### src/rtl/cpu_pkg.sv
// Shared CPU definitions for the ID-stage branch logic.
// Holds the branch-type encoding, the ARM condition-code values and the
// bit positions of N, Z, C and V inside the 4-bit flag vector.
package cpu_pkg;

  typedef enum logic [2:0] {
    BR_NONE  = 3'd0,
    BR_B     = 3'd1,
    BR_BCOND = 3'd2,
    BR_CBZ   = 3'd3,
    BR_CBNZ  = 3'd4,
    BR_BR    = 3'd5
  } br_type_e;

  localparam logic [3:0] COND_EQ = 4'b0000;
  localparam logic [3:0] COND_NE = 4'b0001;
  localparam logic [3:0] COND_HS = 4'b0010;
  localparam logic [3:0] COND_LO = 4'b0011;
  localparam logic [3:0] COND_MI = 4'b0100;
  localparam logic [3:0] COND_PL = 4'b0101;
  localparam logic [3:0] COND_VS = 4'b0110;
  localparam logic [3:0] COND_VC = 4'b0111;
  localparam logic [3:0] COND_HI = 4'b1000;
  localparam logic [3:0] COND_LS = 4'b1001;
  localparam logic [3:0] COND_GE = 4'b1010;
  localparam logic [3:0] COND_LT = 4'b1011;
  localparam logic [3:0] COND_GT = 4'b1100;
  localparam logic [3:0] COND_LE = 4'b1101;
  localparam logic [3:0] COND_AL = 4'b1110;
  localparam logic [3:0] COND_NV = 4'b1111;

  localparam int FLAG_N = 3;
  localparam int FLAG_Z = 2;
  localparam int FLAG_C = 1;
  localparam int FLAG_V = 0;

endpackage

### src/rtl/cond_eval.sv
// Combinational ARM condition-code evaluator.
// Ports:
//   cond  [3:0] in  condition field of a B.cond
//   flags [3:0] in  {N,Z,C,V} to test against
//   pass        out condition holds
module cond_eval
  import cpu_pkg::*;
(
  input  logic [3:0] cond,
  input  logic [3:0] flags,
  output logic       pass
);

  logic n;
  logic z;
  logic c;
  logic v;
  logic gt;

  assign n  = flags[FLAG_N];
  assign z  = flags[FLAG_Z];
  assign c  = flags[FLAG_C];
  assign v  = flags[FLAG_V];
  assign gt = ~z & (n == v);

  always_comb begin
    pass = 1'b0;
    case (cond)
      COND_EQ: pass = z;
      COND_NE: pass = ~z;
      COND_HS: pass = c;
      COND_LO: pass = ~c;
      COND_MI: pass = n;
      COND_PL: pass = ~n;
      COND_VS: pass = v;
      COND_VC: pass = ~v;
      COND_HI: pass = c & ~z;
      COND_LS: pass = ~(c & ~z);
      COND_GE: pass = (n == v);
      COND_LT: pass = (n != v);
      COND_GT: pass = gt;
      COND_LE: pass = ~gt;
      COND_AL: pass = 1'b1;
      COND_NV: pass = 1'b1;
    endcase
  end

endmodule

### src/rtl/flag_branch_unit.sv
// ID-stage branch resolution with NZCV flag register and EX flag forwarding.
// Resolves B/BR/B.cond/CBZ/CBNZ in the same cycle they sit in ID, stalls
// CBZ/CBNZ while the forwarded Rt is not yet available, and counts
// resolved-taken and resolved-not-taken branches.
// Ports:
//   clk, reset                 clock, synchronous active-high reset
//   ex_valid, ex_set_flags     EX holds a flag-setting instruction
//   ex_neg/ex_carry/ex_ovf     ALU N, C, V of EX result
//   ex_res_nz                  OR-reduction of EX result (Z = ~ex_res_nz)
//   id_valid, id_br_type       ID instruction and its branch class
//   id_cond                    condition field for B.cond
//   id_reg_nz, id_reg_ok       OR-reduction of forwarded Rt and its validity
//   br_taken, br_stall         resolution outputs back to IF/ID
//   flags_q                    architectural {N,Z,C,V}
//   cnt_taken, cnt_not_taken   wrapping branch event counters
module flag_branch_unit
  import cpu_pkg::*;
#(
  parameter int CNT_W = 32
) (
  input  logic             clk,
  input  logic             reset,
  input  logic             ex_valid,
  input  logic             ex_set_flags,
  input  logic             ex_neg,
  input  logic             ex_carry,
  input  logic             ex_ovf,
  input  logic             ex_res_nz,
  input  logic             id_valid,
  input  logic [2:0]       id_br_type,
  input  logic [3:0]       id_cond,
  input  logic             id_reg_nz,
  input  logic             id_reg_ok,
  output logic             br_taken,
  output logic             br_stall,
  output logic [3:0]       flags_q,
  output logic [CNT_W-1:0] cnt_taken,
  output logic [CNT_W-1:0] cnt_not_taken
);

  br_type_e   br_type_p0;
  logic       flag_wr_p0;
  logic [3:0] flags_ex_p0;
  logic [3:0] flags_eff_p0;
  logic       cond_pass_p0;
  logic       is_cb_p0;
  logic       taken_raw_p0;
  logic       vld_p0;

  // ID stage: decode, forwarding mux and zero-cycle resolution
  assign br_type_p0   = (id_br_type > 3'd5) ? BR_NONE : br_type_e'(id_br_type);
  assign flag_wr_p0   = ex_valid & ex_set_flags;
  assign flags_ex_p0  = {ex_neg, ~ex_res_nz, ex_carry, ex_ovf};
  assign flags_eff_p0 = flag_wr_p0 ? flags_ex_p0 : flags_q;

  cond_eval u_cond_eval (
    .cond  (id_cond),
    .flags (flags_eff_p0),
    .pass  (cond_pass_p0)
  );

  assign is_cb_p0 = (br_type_p0 == BR_CBZ) | (br_type_p0 == BR_CBNZ);

  always_comb begin
    taken_raw_p0 = 1'b0;
    case (br_type_p0)
      BR_B, BR_BR: taken_raw_p0 = 1'b1;
      BR_BCOND:    taken_raw_p0 = cond_pass_p0;
      BR_CBZ:      taken_raw_p0 = ~id_reg_nz;
      BR_CBNZ:     taken_raw_p0 = id_reg_nz;
      default:     taken_raw_p0 = 1'b0;
    endcase
  end

  // Reset masks both outputs so a stall pending at reset is simply dropped.
  assign br_stall = ~reset & id_valid & is_cb_p0 & ~id_reg_ok;
  assign vld_p0   = ~reset & id_valid & (br_type_p0 != BR_NONE) & ~br_stall;
  assign br_taken = vld_p0 & taken_raw_p0;

  // Registered state: flag register and event counters
  always_ff @(posedge clk) begin
    if (reset) begin
      flags_q <= 4'b0000;
    end else if (flag_wr_p0) begin
      flags_q <= flags_ex_p0;
    end
  end

  always_ff @(posedge clk) begin
    if (reset) begin
      cnt_taken     <= '0;
      cnt_not_taken <= '0;
    end else if (vld_p0) begin
      if (taken_raw_p0) begin
        cnt_taken <= cnt_taken + CNT_W'(1);
      end else begin
        cnt_not_taken <= cnt_not_taken + CNT_W'(1);
      end
    end
  end

endmodule

### config.mk
export PLATFORM = sky130hd
export DESIGN_NAME = flag_branch_unit
export DESIGN_NICKNAME = d
export VERILOG_FILES = /design/src/rtl/cpu_pkg.sv /design/src/rtl/cond_eval.sv /design/src/rtl/flag_branch_unit.sv
export SDC_FILE = /design/constraint.sdc
export NUM_CORES = 1
export LEC_CHECK = 0
export CORE_UTILIZATION = 45
export DETAILED_ROUTE_END_ITERATION = 6
export HOLD_SLACK_MARGIN = 0.06
export PLACE_DENSITY = 0.73
export SYNTH_ARGS = -nofsm -noshare
export SYNTH_HDL_FRONTEND = slang
export SYNTH_SLANG_ARGS = --single-unit
### constraint.sdc
create_clock -name clk -period 7.6 [get_ports clk]
set_input_delay 1.52 -clock clk [delete_from_list [all_inputs] [get_ports clk]]
set_output_delay 1.52 -clock clk [all_outputs]
set_load 0.02 [all_outputs]
* Word-level counts from Yosys, hierarchy flattened
Index checks and enable logic that the tools add are counted.
Storage, ports and cells: register bits after elaboration 68, latch bits 0, memory bits (writable) 0, memory bits (read-only) 0, input bits 18, output and inout bits 70, logic and storage cells 60, memories kept 0
Cells by class: $add $sub $neg 2, multiply operators 0, div/mod/pow operators 0, $lt $le $gt $ge 1, equality and inequality tests 22, shift operators 0, mux-type cells 4, bitwise gates (word level) 22, reduce and logical (&&, ||, !) cells 6
Operator list (number):
- $add A32 B1 Y32 const B | 2
- $eq A4 B4 Y1 const B | 8
- $eq A4 B3 Y1 const B | 4
- $pmux W1 S15 | 1
- $not A1 Y1 | 12
- $and A1 B1 Y1 | 9
- $eq A4 B2 Y1 const B | 2
- $eq A3 B2 Y1 const B | 2
- $eq A3 B3 Y1 const B | 2
- $eq A4 B1 Y1 const B | 1
- $logic_not A4 Y1 | 1
- $mux W4 | 1
- $pmux W1 S4 | 1
- $reduce_and A2 Y1 | 2
- $reduce_or A2 Y1 | 2
- $eq A3 B1 Y1 const B | 1
- $gt A3 B3 Y1 const B | 1
- $mux W3 | 1
- $reduce_bool A3 Y1 | 1
- $eq A1 B1 Y1 | 1
- $ne A1 B1 Y1 | 1
- $or A1 B1 Y1 | 1

* Logic depth before layout (Yosys ltp)
depth after elaboration 9, mapped depth 10, gate-level depth less buffers 7

* Hierarchy
A second synthesis with hierarchy kept.
Second synthesis, totals: cell total of the unflattened synthesis 436, area total of the unflattened synthesis 3589.7 sq um
Modules (own cells, without submodules):
- flag_branch_unit | times used 1, cells an instance 406, area an instance 3404.5 sq um, sequential area each 1361.3 sq um
- cond_eval | times used 1, cells an instance 30, area an instance 185.2 sq um, sequential area each 0.0 sq um

* Least setup slack after synthesis
No wires, ideal clock.
path type input port to output port, start point input ex_set_flags, end point output br_taken, arrival 3.268 ns, required time 6.080 ns, path slack 2.812 ns, cell stages on the path 8, buffers on the path 2, cells stage by stage buf_4 and2_4 o311ai_2 mux2i_1 nand4_1 o21ai_1 buf_2 inv_1
On the way: longest elaborated chain between the ends 8, elaborated cells on any way between the ends 15, those cells by class eq/ne (2); mux (3); bitwise (10)
RTL lines:
- start: declaration | line flag_branch_unit.sv:24 | input logic ex_set_flags,
- $and A1 B1 Y1 (*) | line flag_branch_unit.sv:52 | assign flag_wr_p0 = ex_valid & ex_set_flags;
- $mux W4 (*)
- $eq A1 B1 Y1 / $not A1 Y1 (equally long branches)
- $and A1 B1 Y1, on equally long branches | line cond_eval.sv:24, cond_eval.sv:37, cond_eval.sv:38
- $not A1 Y1, on equally long branches | line cond_eval.sv:42, cond_eval.sv:38
- $pmux W1 S15 (*) | line cond_eval.sv:28 | case (cond)
- $pmux W1 S4 (*) | line flag_branch_unit.sv:66 | case (br_type_p0)
- $and A1 B1 Y1 (*) | line flag_branch_unit.sv:78 | assign br_taken = vld_p0 & taken_raw_p0;
- end: declaration | line flag_branch_unit.sv:34 | output logic br_taken,
Mark *: on every way between the ends. The rest lies on a longest branch, timed or not.

* Final worst setup path
start point input ex_valid, end point output br_taken
On the way: longest elaborated chain between the ends 8, elaborated cells on any way between the ends 15, those cells by class eq/ne (2); mux (3); bitwise (10)
RTL lines:
- start: declaration | line flag_branch_unit.sv:23 | input logic ex_valid,
- $and A1 B1 Y1 (*) | line flag_branch_unit.sv:52
- $mux W4 (*)
- $eq A1 B1 Y1 / $not A1 Y1 (equally long branches)
- $and A1 B1 Y1, on equally long branches | line cond_eval.sv:24, cond_eval.sv:37, cond_eval.sv:38
- $not A1 Y1, on equally long branches | line cond_eval.sv:42, cond_eval.sv:38
- $pmux W1 S15 (*) | line cond_eval.sv:28
- $pmux W1 S4 (*) | line flag_branch_unit.sv:66
- $and A1 B1 Y1 (*) | line flag_branch_unit.sv:78
Marked as above.

==> summary.md <==
| Metric | Value |
|---|---|
| Outcome | complete, no violations |
| Tot GR Track Use | 22.9% |
| Worst hold path type | register to register |
| Worst-skew pair later-pin latency | 350 ps |
| Clock sink count | 68 |
| Crit-path cells | clkdlybuf4s50_1, and2_4, o311ai_2, mux2i_1, nand4_1, o21ai_1, buf_4, inv_1, clkdlybuf4s50_1 |
| Sequential fraction of the synthesis area | 35.0% |
| Crit-path slowest cell | clkdlybuf4s50_1 |
| Post-synthesis xor/xnor area fraction | 2.44% |
| Layout cells sized above 1 | 8.17% |
| Final Max Tran Viols | 0 |
| Comb power frac | 9.1% |
| Row cnt | 33 |
| CP required | 6080 ps |
| Synth async-reset ratio | 0% |
| Worst-margin pin slew | 929 ps |
| CP max FO | 22 |
| ANT nets after route | 0 |
| Largest net degree at the start of global routing | 67 |
| Cell Area, Synth | 0.00389 sq mm |
| Min-Delay Endpoint | cnt_taken[31] |
| Ys Warns | 0 |
| Number of gates resized after CTS | 0 |
| Worst path arrival time | 4450 ps |
| Reg2Reg Launch Point | cnt_not_taken[8] |
| Mux share of post-synthesis cell area | 1.96% |
| Crit Path Category | primary input to output port |
| Non-Filler Instances | 656 |
| Cells after Synth | 469 |
| Diodes inserted | 0 |
| Via Count | 3,976 |
| Synthesized area per cell | 8.30 sq um |
| Max-cap violation count | 0 |
| Sequential power share | 48.9% |
| RSZ-0062 raised after global routing | false |
| CTS Root Cell | clkbuf_8 |
| Initial DRT Pass Iterations | 5 |
| Initial antenna violation count | 0 |
| P_int | 0.547 mW |
| Final RePlAce weighted congestion | 0.853 |
| Global-route wire length before repair | 16.4 mm |
| Relative max-transition margin | 37.6% |
| Synth top area cells | dfxtp_1, a21oi_1, or4_1, o31ai_1, nand3_1 |
| Die Width | 95.0 microns |
| Synth-to-Final Area Change | 28.4% |
| Clock group share of total power | 42.0% |
| Register bit total from synthesis | 68 |
| CP dominant cell by count | clkdlybuf4s50_1 |
| Setup TNS Final | 0 ps |
| Crit share post-route | 78.5% |
| F_max | 168 MHz |
| Detailed placement HPWL | 7.02 mm |
| Adder-cell share of the synthesized area | 0.643% |
| # DRC | 0 |
| Simple-Gate Fraction of Synth Area | 30.0% |
| Num ports | 88 |
| Endpoints failing hold | 0 |
| Die Y-Extent | 95.0 microns |
| CTS tree | yes |
| Leak | 1.51 nW |
| H-tree Lvls | 3 |
| TritonCTS Buffers | 9 |
| Hold buffer count at CTS | 0 |
| Compound-Gate Fraction of Synth Area | 25.0% |
| Post-synthesis cell type count | 71 |
| Final Setup Violations | 0 |
| Final clock skew | 8.58 ps |
| Largest family of logic cells by synthesized area | simple AND/OR/NAND/NOR gates |
| Number of flops mapped to enable cells by yosys | 0 |
| GR Overflow Total | 0 |
| Post-CTS Repair Setup Buffers | 0 |
| Vias in the first global route | 3,496 |
| Largest area contributor in the netlist | dfxtp_1 |
| Worst Min Path Start | cnt_taken[31] |
| Hold Path Cell Cnt | 2 |
| Sw Share | 25.7% |
| Top FF cell, synth | dfxtp_1 |
| Worst-path clk slew | 80 ps |
| Period minus WS final | 5970 ps |
| Peak per-stage delay on the critical path | 560 ps |
| Switch Pwr | 0.189 mW |
| R2R cell count | 7 |
| Post-synth top area share | 35.0% |
| Inst Count DP | 640 |
| Layout Nets | 566 |
| Mapped Nets | 489 |
| Detailed router's first-iteration violation count | 210 |
| Avg WL per Cell | 15.3 microns |
| Worst R2R Setup Slack | 4730 ps |
| Peak supply drop | 83.3 uV |
| PortBufs | 87 |
| Startpoint types | primary input |
| Full die area | 0.00903 sq mm |
| Post-Route WL | 10.0 mm |
| Vias per cell | 6.06 |
| Power Density | 147 mW/mm^2 |
| Initial Util | 46.9% |
| RR Endpoint | cnt_not_taken[24] |
| CP Capture Type | output port |
| Core region area | 0.00830 sq mm |
| Clock buffer depth | 2 |
-- area by class of cell --
class                           count  area, sq um
Tap cell                          105          131
Timing Repair Buffer               90          888
Fill cell                         773         3300
Multi-Input combinational cell    357         2340
Clock buffer                       11          141
Sequential cell                    68         1360
Inverter                           20         75.1
Clock inverter                      5         60.1
-- Yosys cell counts (all sizes together), types with 3 or more instances --
cell type	n
o311ai	3
and4	5
o31ai	20
nand2	29
or4b	3
nor3	10
o211ai	4
mux2i	5
dfxtp	68
nand4	21
clkbuf	13
inv	20
or3	15
a31o	3
or4	23
nand2b	3
nand3b	3
a21oi	54
and3	12
a41oi	3
nand3	26
o41ai	9
o2111ai	3
o21ai	21
xor2	5
nand4b	7
nor2	29
and2	6
xnor2	5
buf	11
-- stage by stage --
stage | utilization, % | total power [mW] | instance area (sq um) | setup slack (ps) | hold WS [ps]
finish | 60.2 | 0.735 | 5000 | 1630 | 490
detailed placement | 57.8 | 0.435 | 4800 | 1650 | 482
CTS | 60.2 | 0.741 | 5000 | 1640 | 494
floorplan | - | 0.413 | 3890 | 2810 | 547
global route | 60.2 | 0.760 | 5000 | 1420 | 511
global placement | 57.8 | 0.433 | 4800 | 1760 | 469
-- cells by family (layout without fill, tap and decap cells) --
group	after synthesis	in the layout
xor+xnor	10	10
mux	7	7
fa+ha+maj	2	2
compound gates	139	139
buf+inv	44	126
simple gates	199	199
flops	68	68
-- cell usage in the layout, fill, tap and decap left out, types with 3 or more instances in the layout --
cell / count
or4b_1: 3
or4_1: 23
clkbuf_8: 10
o31ai_1: 20
or3_1: 15
nand3_1: 26
nand2b_1: 3
and4_1: 4
o211ai_1: 4
buf_4: 3
nand4_1: 19
mux2i_1: 5
o21ai_0: 19
and3_1: 11
a21oi_1: 54
clkdlybuf4s50_1: 86
xnor2_1: 5
nand4b_1: 7
nor3_1: 9
nor2_1: 29
o2111ai_1: 3
dfxtp_1: 68
xor2_1: 4
o41ai_1: 9
and2_1: 5
a31o_2: 3
nand3b_1: 3
nand2_1: 28
inv_1: 20
-- critical path: cells and delay by family --
kind / cells / cell delay, ps
AO/OA/AOI/OAI: 2 / 470
buffers and inverters: 4 / 1420
AND/OR/NAND/NOR: 2 / 600
multiplexers: 1 / 440
-- power by group through the flow --
| stage | combinational, mW | sequential (mW) | clock [mW] |
|---|---|---|---|
| after detailed placement | 0.0667 | 0.368 | 0 |
| after global placement | 0.0651 | 0.368 | 0 |
| after global routing | 0.0723 | 0.360 | 0.327 |
| after floorplan | 0.0431 | 0.370 | 0 |
| after CTS | 0.0668 | 0.360 | 0.314 |
| final | 0.0668 | 0.360 | 0.309 |
-- worst max-delay path by stage --
stage | from | to | slack, ps
floorplan | ex_set_flags | br_taken | 2810
global placement | ex_valid | br_taken | 1760
detailed placement | ex_valid | br_taken | 1650
CTS | ex_valid | br_taken | 1640
global route | ex_valid | br_taken | 1420
finish | ex_valid | br_taken | 1630
-- state kept, by name, indices dropped and copies added (netlist names) --
signal	count
flags_q	4
cnt_not_taken	32
cnt_taken	32
-- routing by layer --
| layer | global-route usage [%] | vias to the layer above | wire length (microns) |
|---|---|---|---|
| li1 | - | 1970 | - |
| met1 | 31.1 | 1887 | 4820 |
| met2 | 36.2 | 112 | 4580 |
| met3 | 5.15 | 7 | 554 |
| met4 | 6.06 | 0 | 82 |
| met5 | 0 | - | 0 |
(Power assumes the default switching activity.)
